## config.mk

```make
export PLATFORM = sky130hd
export DESIGN_NAME = infix_token_writer
export DESIGN_NICKNAME = d
export VERILOG_FILES = /design/src/rtl/infix_token_writer_pkg.sv /design/src/rtl/infix_token_writer_int24_to_float.sv /design/src/rtl/infix_token_writer.sv
export SDC_FILE = /design/constraint.sdc
export NUM_CORES = 1
export LEC_CHECK = 0
export BUFFER_PORTS_ARGS = -buffer_cell sky130_fd_sc_hd__buf_4
export CAP_MARGIN = 40
export CORE_MARGIN = 2
export CORE_UTILIZATION = 30
export CTS_BUF_LIST = sky130_fd_sc_hd__clkbuf_4
export DETAILED_ROUTE_END_ITERATION = 7
export HOLD_SLACK_MARGIN = 0.08
export SLEW_MARGIN = 10
export SYNTH_ARGS = -nofsm -noshare
export SYNTH_HDL_FRONTEND = slang
export SYNTH_SLANG_ARGS = --single-unit
```

## constraint.sdc

```tcl
create_clock -name CLK_1MHz -period 4.8 [get_ports CLK_1MHz]
set_input_delay 0.48 -clock CLK_1MHz [delete_from_list [all_inputs] [get_ports CLK_1MHz]]
set_output_delay 0.48 -clock CLK_1MHz [all_outputs]
set_load 0.03 [all_outputs]
```

## src/rtl/infix_token_writer_pkg.sv

```systemverilog
// rtl/infix_token_writer_pkg.sv - key codes, token codes and FSM states for the infix token writer
package infix_token_writer_pkg;

  localparam int DWIDTH_DEF    = 36;
  localparam int LOG_LEN_DEF   = 9;
  localparam int START_CYC_DEF = 2;

  localparam logic [4:0] KEY_ADD  = 5'd10;
  localparam logic [4:0] KEY_SUB  = 5'd11;
  localparam logic [4:0] KEY_MUL  = 5'd12;
  localparam logic [4:0] KEY_DIV  = 5'd13;
  localparam logic [4:0] KEY_LPAR = 5'd14;
  localparam logic [4:0] KEY_RPAR = 5'd15;
  localparam logic [4:0] KEY_EQ   = 5'd16;
  localparam logic [4:0] KEY_CLR  = 5'd17;

  localparam logic [11:0] OP_LPAR = 12'h150;
  localparam logic [11:0] OP_RPAR = 12'h151;
  localparam logic [11:0] OP_ADD  = 12'h170;
  localparam logic [11:0] OP_SUB  = 12'h171;
  localparam logic [11:0] OP_MUL  = 12'h190;
  localparam logic [11:0] OP_DIV  = 12'h191;

  localparam logic [3:0] TOK_NUM_TAG = 4'h0;
  localparam logic [3:0] TOK_OP_TAG  = 4'h1;

  typedef enum logic [2:0] {
    S_IDLE,
    S_WR_NUM,
    S_WR_OP,
    S_START,
    S_WAIT
  } state_e;

  function automatic logic [11:0] key_to_op(input logic [4:0] k);
    case (k)
      KEY_ADD:  key_to_op = OP_ADD;
      KEY_SUB:  key_to_op = OP_SUB;
      KEY_MUL:  key_to_op = OP_MUL;
      KEY_DIV:  key_to_op = OP_DIV;
      KEY_LPAR: key_to_op = OP_LPAR;
      default:  key_to_op = OP_RPAR;
    endcase
  endfunction

endpackage

```

## src/rtl/infix_token_writer_int24_to_float.sv

```systemverilog
// rtl/infix_token_writer_int24_to_float.sv - unsigned 24-bit integer to IEEE-754 single conversion
module int24_to_float (
  input  logic [23:0] int_i,
  output logic [31:0] float_o
);

  logic [4:0]  msb;
  logic [23:0] norm;

  // Find the leading one, then left-justify so it drops into the hidden bit.
  always_comb begin
    msb = 5'd0;
    for (int i = 0; i < 24; i++) begin
      if (int_i[i]) msb = 5'(i);
    end
    norm = int_i << (5'd23 - msb);
    if (int_i == 24'd0) float_o = 32'h0;
    else                float_o = {1'b0, 8'd127 + {3'b000, msb}, norm[22:0]};
  end

endmodule

```

## src/rtl/infix_token_writer.sv

```systemverilog
// rtl/infix_token_writer.sv - assembles key events into infix tokens and writes them to the infix RAM
module infix_token_writer
  import infix_token_writer_pkg::*;
#(
  parameter int DWIDTH    = DWIDTH_DEF,
  parameter int LOG_LEN   = LOG_LEN_DEF,
  parameter int START_CYC = START_CYC_DEF
) (
  input  logic               CLK_1MHz,
  input  logic               RST,
  input  logic               key_valid,
  input  logic [4:0]         key_code,
  output logic               key_ready,
  input  logic               finish,
  output logic               en_inf,
  output logic               we_inf,
  output logic [LOG_LEN-1:0] addr_inf,
  output logic [DWIDTH-1:0]  dl_inf,
  output logic [LOG_LEN-1:0] top_addr_inf,
  output logic               inf_start,
  output logic               num_ovf,
  output logic               full_err
);

  localparam int CW = $clog2(START_CYC) + 1;

  state_e             state_q, state_d;
  logic [23:0]        acc_q, acc_d;
  logic               pend_q, pend_d;
  logic [LOG_LEN-1:0] wptr_q, wptr_d;
  logic [LOG_LEN-1:0] top_q, top_d;
  logic               full_q, full_d;     // last RAM slot already written
  logic               ovf_q, ovf_d;
  logic               ferr_q, ferr_d;
  logic [11:0]        op_q, op_d;
  logic               then_start_q, then_start_d;  // number flush precedes START, not WR_OP
  logic [CW-1:0]      cnt_q, cnt_d;

  logic        accept, is_digit, is_op, write_tok, en_c;
  logic [27:0] acc_next;
  logic [31:0] acc_float;

  int24_to_float u_conv (
    .int_i  (acc_q),
    .float_o(acc_float)
  );

  assign is_digit  = (key_code <= 5'd9);
  assign is_op     = (key_code >= KEY_ADD) && (key_code <= KEY_RPAR);
  assign key_ready = (state_q == S_IDLE) || ((key_code == KEY_CLR) && (state_q != S_START));
  assign accept    = key_valid && key_ready;
  assign acc_next  = {4'b0000, acc_q} * 28'd10 + 28'(key_code);

  assign en_inf       = en_c;
  assign we_inf       = en_c;
  assign top_addr_inf = top_q;
  assign num_ovf      = ovf_q;
  assign full_err     = ferr_q;

  // State register and datapath registers; async reset abandons any in-flight write.
  always_ff @(posedge CLK_1MHz or posedge RST) begin
    if (RST) begin
      state_q      <= S_IDLE;
      acc_q        <= '0;
      pend_q       <= 1'b0;
      wptr_q       <= '0;
      top_q        <= '0;
      full_q       <= 1'b0;
      ovf_q        <= 1'b0;
      ferr_q       <= 1'b0;
      op_q         <= '0;
      then_start_q <= 1'b0;
      cnt_q        <= '0;
    end else begin
      state_q      <= state_d;
      acc_q        <= acc_d;
      pend_q       <= pend_d;
      wptr_q       <= wptr_d;
      top_q        <= top_d;
      full_q       <= full_d;
      ovf_q        <= ovf_d;
      ferr_q       <= ferr_d;
      op_q         <= op_d;
      then_start_q <= then_start_d;
      cnt_q        <= cnt_d;
    end
  end

  // Next-state logic, RAM port drive and start pulse; clear overrides everything last.
  always_comb begin
    state_d      = state_q;
    acc_d        = acc_q;
    pend_d       = pend_q;
    wptr_d       = wptr_q;
    top_d        = top_q;
    full_d       = full_q;
    ovf_d        = ovf_q;
    ferr_d       = ferr_q;
    op_d         = op_q;
    then_start_d = then_start_q;
    cnt_d        = cnt_q;
    write_tok    = 1'b0;
    en_c         = 1'b0;
    addr_inf     = '0;
    dl_inf       = '0;
    inf_start    = 1'b0;

    case (state_q)
      S_IDLE: begin
        if (accept) begin
          if (is_digit) begin
            if (acc_next > 28'hFF_FFFF) begin
              ovf_d = 1'b1;
            end else begin
              acc_d  = acc_next[23:0];
              pend_d = 1'b1;
            end
          end else if (is_op) begin
            op_d         = key_to_op(key_code);
            then_start_d = 1'b0;
            state_d      = pend_q ? S_WR_NUM : S_WR_OP;
          end else if (key_code == KEY_EQ) begin
            if (pend_q) begin
              then_start_d = 1'b1;
              state_d      = S_WR_NUM;
            end else if ((wptr_q != '0) || full_q) begin
              state_d = S_START;
            end
          end
        end
      end
      S_WR_NUM: begin
        write_tok = 1'b1;
        addr_inf  = wptr_q;
        dl_inf    = DWIDTH'({TOK_NUM_TAG, acc_float});
        acc_d     = '0;
        pend_d    = 1'b0;
        state_d   = then_start_q ? S_START : S_WR_OP;
      end
      S_WR_OP: begin
        write_tok = 1'b1;
        addr_inf  = wptr_q;
        dl_inf    = DWIDTH'({TOK_OP_TAG, 20'h0_0000, op_q});
        state_d   = S_IDLE;
      end
      S_START: begin
        inf_start = 1'b1;
        if (cnt_q == CW'(START_CYC - 1)) begin
          cnt_d   = '0;
          state_d = S_WAIT;
        end else begin
          cnt_d = cnt_q + 1'b1;
        end
      end
      S_WAIT: begin
        if (finish) begin
          state_d = S_IDLE;
          wptr_d  = '0;
          full_d  = 1'b0;
        end
      end
      default: state_d = S_IDLE;
    endcase

    if (write_tok) begin
      if (full_q) begin
        ferr_d = 1'b1;
      end else begin
        en_c  = 1'b1;
        top_d = wptr_q;
        if (wptr_q == '1) full_d = 1'b1;
        else              wptr_d = wptr_q + 1'b1;
      end
    end

    if (accept && (key_code == KEY_CLR)) begin
      en_c         = 1'b0;
      top_d        = top_q;
      acc_d        = '0;
      pend_d       = 1'b0;
      wptr_d       = '0;
      full_d       = 1'b0;
      ovf_d        = 1'b0;
      ferr_d       = 1'b0;
      cnt_d        = '0;
      then_start_d = 1'b0;
      state_d      = S_IDLE;
    end
  end

endmodule
```

==> results.py <==
metrics = {
    "floorplan": {
        "die_h_um": 147,
        "rows": 52,
        "initial_utilization": 0.304,
        "die-area_um2": 21600,
        "die_w_um": 147,
        "coreArea_um2": 20200,
        "ios": 69,
    },
    "synthesis": {
        "avgSynthCellArea_um2": 8.11,
        "synth_area_leaders": "dfrtp_1 23%, ha_1 11%, mux2i_1 7.3%",
        "async_flop_share": 1.00,
        "ys_seq_area_frac": 0.232,
        "synthCells": 757,
        "synth_top_area_cell": "dfrtp_1",
        "synth_warnings": 0,
        "ys.flop_type": "dfrtp_1",
        "yosysUniqueCellTypes": 74,
        "synth_edf_count": 0,
        "synth_top_area_share": 0.232,
        "syn_area_um2": 6140,
        "synth_seq_cells": 57,
    },
    "grt": {
        "grt_pass1_vias": 5567,
        "grt_overflow": 0,
        "antenna_found_initial": 0,
        "track_usage": 0.155,
        "grt_pass1_wl_um": 27900,
        "grt_max_degree": 58,
    },
    "drt": {
        "wl_um": 16700,
        "drc": 0,
        "drtAntennaViolNets": 0,
        "vias_per_cell": 5.24,
        "dr.pass1.iters": 5,
        "wl_per_cell_um": 15.3,
        "drt-initial-drc-count": 332,
        "num_vias": 5715,
    },
    "setup_path": {
        "crit_type": "reg -> reg",
        "crit_path_max_incr_delay_ps": 480,
        "crit_slowest_cell": "dfrtp_1",
        "crit_chain": "ha_1 -> ha_1 -> fa_1 -> a211oi_2 -> o211ai_1 -> a21o_1 -> and2_1 -> or4_1 -> a21o_1 -> a2111oi_4 -> nand4_2 -> a21boi_4 -> nand2_4 -> buf_4 -> o22ai_1",
        "crit_required_ps": 5110,
        "critPathTopFamily": "compound AO/OA/AOI/OAI gates",
        "critPathBufInv": 1,
        "arrival_ps": 4780,
        "reg2reg_setup_slack_ps": 330,
        "cp-end-kind": "flop",
        "crit_fanout": 18,
        "cp-start-kind": "flop",
    },
    "sta": {
        "worst_pin_slew_ps": 825,
        "drv_slew": 0,
        "final-setup-viol-count": 0,
        "period_share": 0.930,
        "finalHoldViolCount": 0,
        "rsz0062_at_grt": "no",
        "max_clock_freq_ghz": 0.224,
        "maxSlewHeadroom": 0.450,
        "fin_setup_tns_ps": 0,
        "period_minus_slack_ps": 4470,
        "finalClockSkew_ps": 11.9,
    },
    "clock_network": {
        "htree_levels": 3,
        "path_clk_slew_ps": 110,
        "cts_tree": "done",
        "clock_path_buffers": 2,
        "cts_buffers": 9,
        "cts-root-buf": "clkbuf_4",
        "clock_sinks": 57,
        "clk_latency_ps": 400,
    },
    "outcome": {
        "status": "complete, no violations",
    },
    "finish": {
        "drive_gt1_frac": 0.152,
        "num-nets-final": 880,
        "num-fill-cells": 2139,
        "synthToLayoutAreaGrowth_pct": 15.5,
        "antenna_cells": 0,
    },
    "placed_design": {
        "place_congestion": 0.837,
        "hpwl_um": 13400,
        "io_buffer_count": 64,
    },
    "job": {
        "drv_cap": 0,
    },
    "hold_path": {
        "holdCritPathClass": "in -> async",
    },
}
[final cells by class]
class | instances | area (um^2) | area share
Clock buffer | 9 | 67.6 | 0.00953
Timing Repair Buffer | 85 | 636 | 0.0896
Inverter | 29 | 109 | 0.0154
Tap cell | 270 | 338 | 0.0476
Sequential cell | 57 | 1430 | 0.201
Multi-Input combinational cell | 634 | 4440 | 0.627
Clock inverter | 7 | 70.1 | 0.00988
[timing repair]
action	in CTS	in global routing
hold buffers	0	0
setup endpoints to repair	0	22
buffers inserted	0	0
gates resized for setup	0	3
[kinds of logic after synthesis]
kind of cell,count (synthesis),share of synthesized area
AOI/OAI and AO/OA,218,0.241
xor gates and xnor gates,44,0.0628
adders and majority gates,55,0.115
buffers and inverters,69,0.0511
DFF,57,0.232
muxes,54,0.0899
other,1,0.000611
and+or+nand+nor,259,0.208
[synth_stat cells, types with 9 or more instances]
cell type / count
clkbuf_1: 21
a211oi_1: 9
nor3_1: 18
a31oi_1: 9
nor4_1: 14
dfrtp_1: 57
xnor2_1: 30
o21ai_0: 40
inv_1: 28
and3_1: 9
a21o_1: 16
nor2_1: 63
mux2_2: 9
a21oi_1: 61
mux2i_1: 45
ha_1: 53
and2_1: 12
nand2_1: 76
xor2_1: 14
nand3_1: 17
o2bb2ai_1: 15
[metal layers]
| layer | GRT usage | share of wire | vias to the layer above | wire, um |
|---|---|---|---|---|
| met5 | 0 | 0 | - | 0 |
| met4 | 0.0375 | 0.013 | 0 | 215 |
| met3 | 0.0149 | 0.029 | 19 | 478 |
| met2 | 0.252 | 0.46 | 101 | 7670 |
| met1 | 0.221 | 0.50 | 2689 | 8310 |
| li1 | - | - | 2906 | - |
[state kept, by name, indices dropped and copies added (netlist names)]
signal and count:
cnt_q 2, state_q 3, top_addr_inf 9, pend_q 1, full_q 1, acc_q 24, then_start_q 1, op_q 5
num_ovf 1, wptr_q 9, full_err 1
[stage by stage]
step | hold slack (ps) | cells | setup WS [ps] | utilization | cell area [um^2]
finish | 271 | 1091 | 335 | 0.352 | 7090
global route | 301 | 1091 | 95.2 | 0.352 | 7090
floorplan | 439 | 760 | 752 | - | 6150
CTS | 288 | 1091 | 178 | 0.351 | 7070
global placement | 457 | 1074 | 358 | 0.344 | 6930
detailed placement | 465 | 1075 | 216 | 0.344 | 6940
[tightest hold or removal path: cells and delay by family]
family | cells | cell delay, ps
buffers and inverters | 3 | 710
[final timing paths]
kind | to | start | cells past startpoint
max | acc_q[2]$_DFFE_PP0P_ | acc_q[3]$_DFFE_PP0P_ | 15
min | top_addr_inf[8]$_DFFE_PP0P_ | RST | 3
max reg2reg | acc_q[2]$_DFFE_PP0P_ | acc_q[3]$_DFFE_PP0P_ | 15
min reg2reg | top_addr_inf[5]$_DFFE_PP0P_ | top_addr_inf[5]$_DFFE_PP0P_ | 2
max in group asynchronous | acc_q[5]$_DFFE_PP0P_ | RST | 3
min in group CLK_1MHz | then_start_q$_DFFE_PP0P_ | key_valid | 2
[cell usage in the layout, fill, tap and decap left out, types with 8 or more instances in the layout]
cell and instances:
nand2_1 76, xor2_1 14, dfrtp_1 57, a21oi_1 61
a211oi_1 8, nor2_1 63, nor2b_1 8, buf_4 84
nand3_1 17, xnor2_1 30, a21o_1 16, mux2_2 9
nor4_1 14, and2_1 12, inv_1 27, and3_1 9
clkbuf_4 9, o2bb2ai_1 15, o21ai_0 40, nor3_1 18
a31oi_1 8, mux2i_1 45, ha_1 53
Power is not shown: default switching activity piles up to over one toggle a cycle in this logic, so the estimate is an artifact.
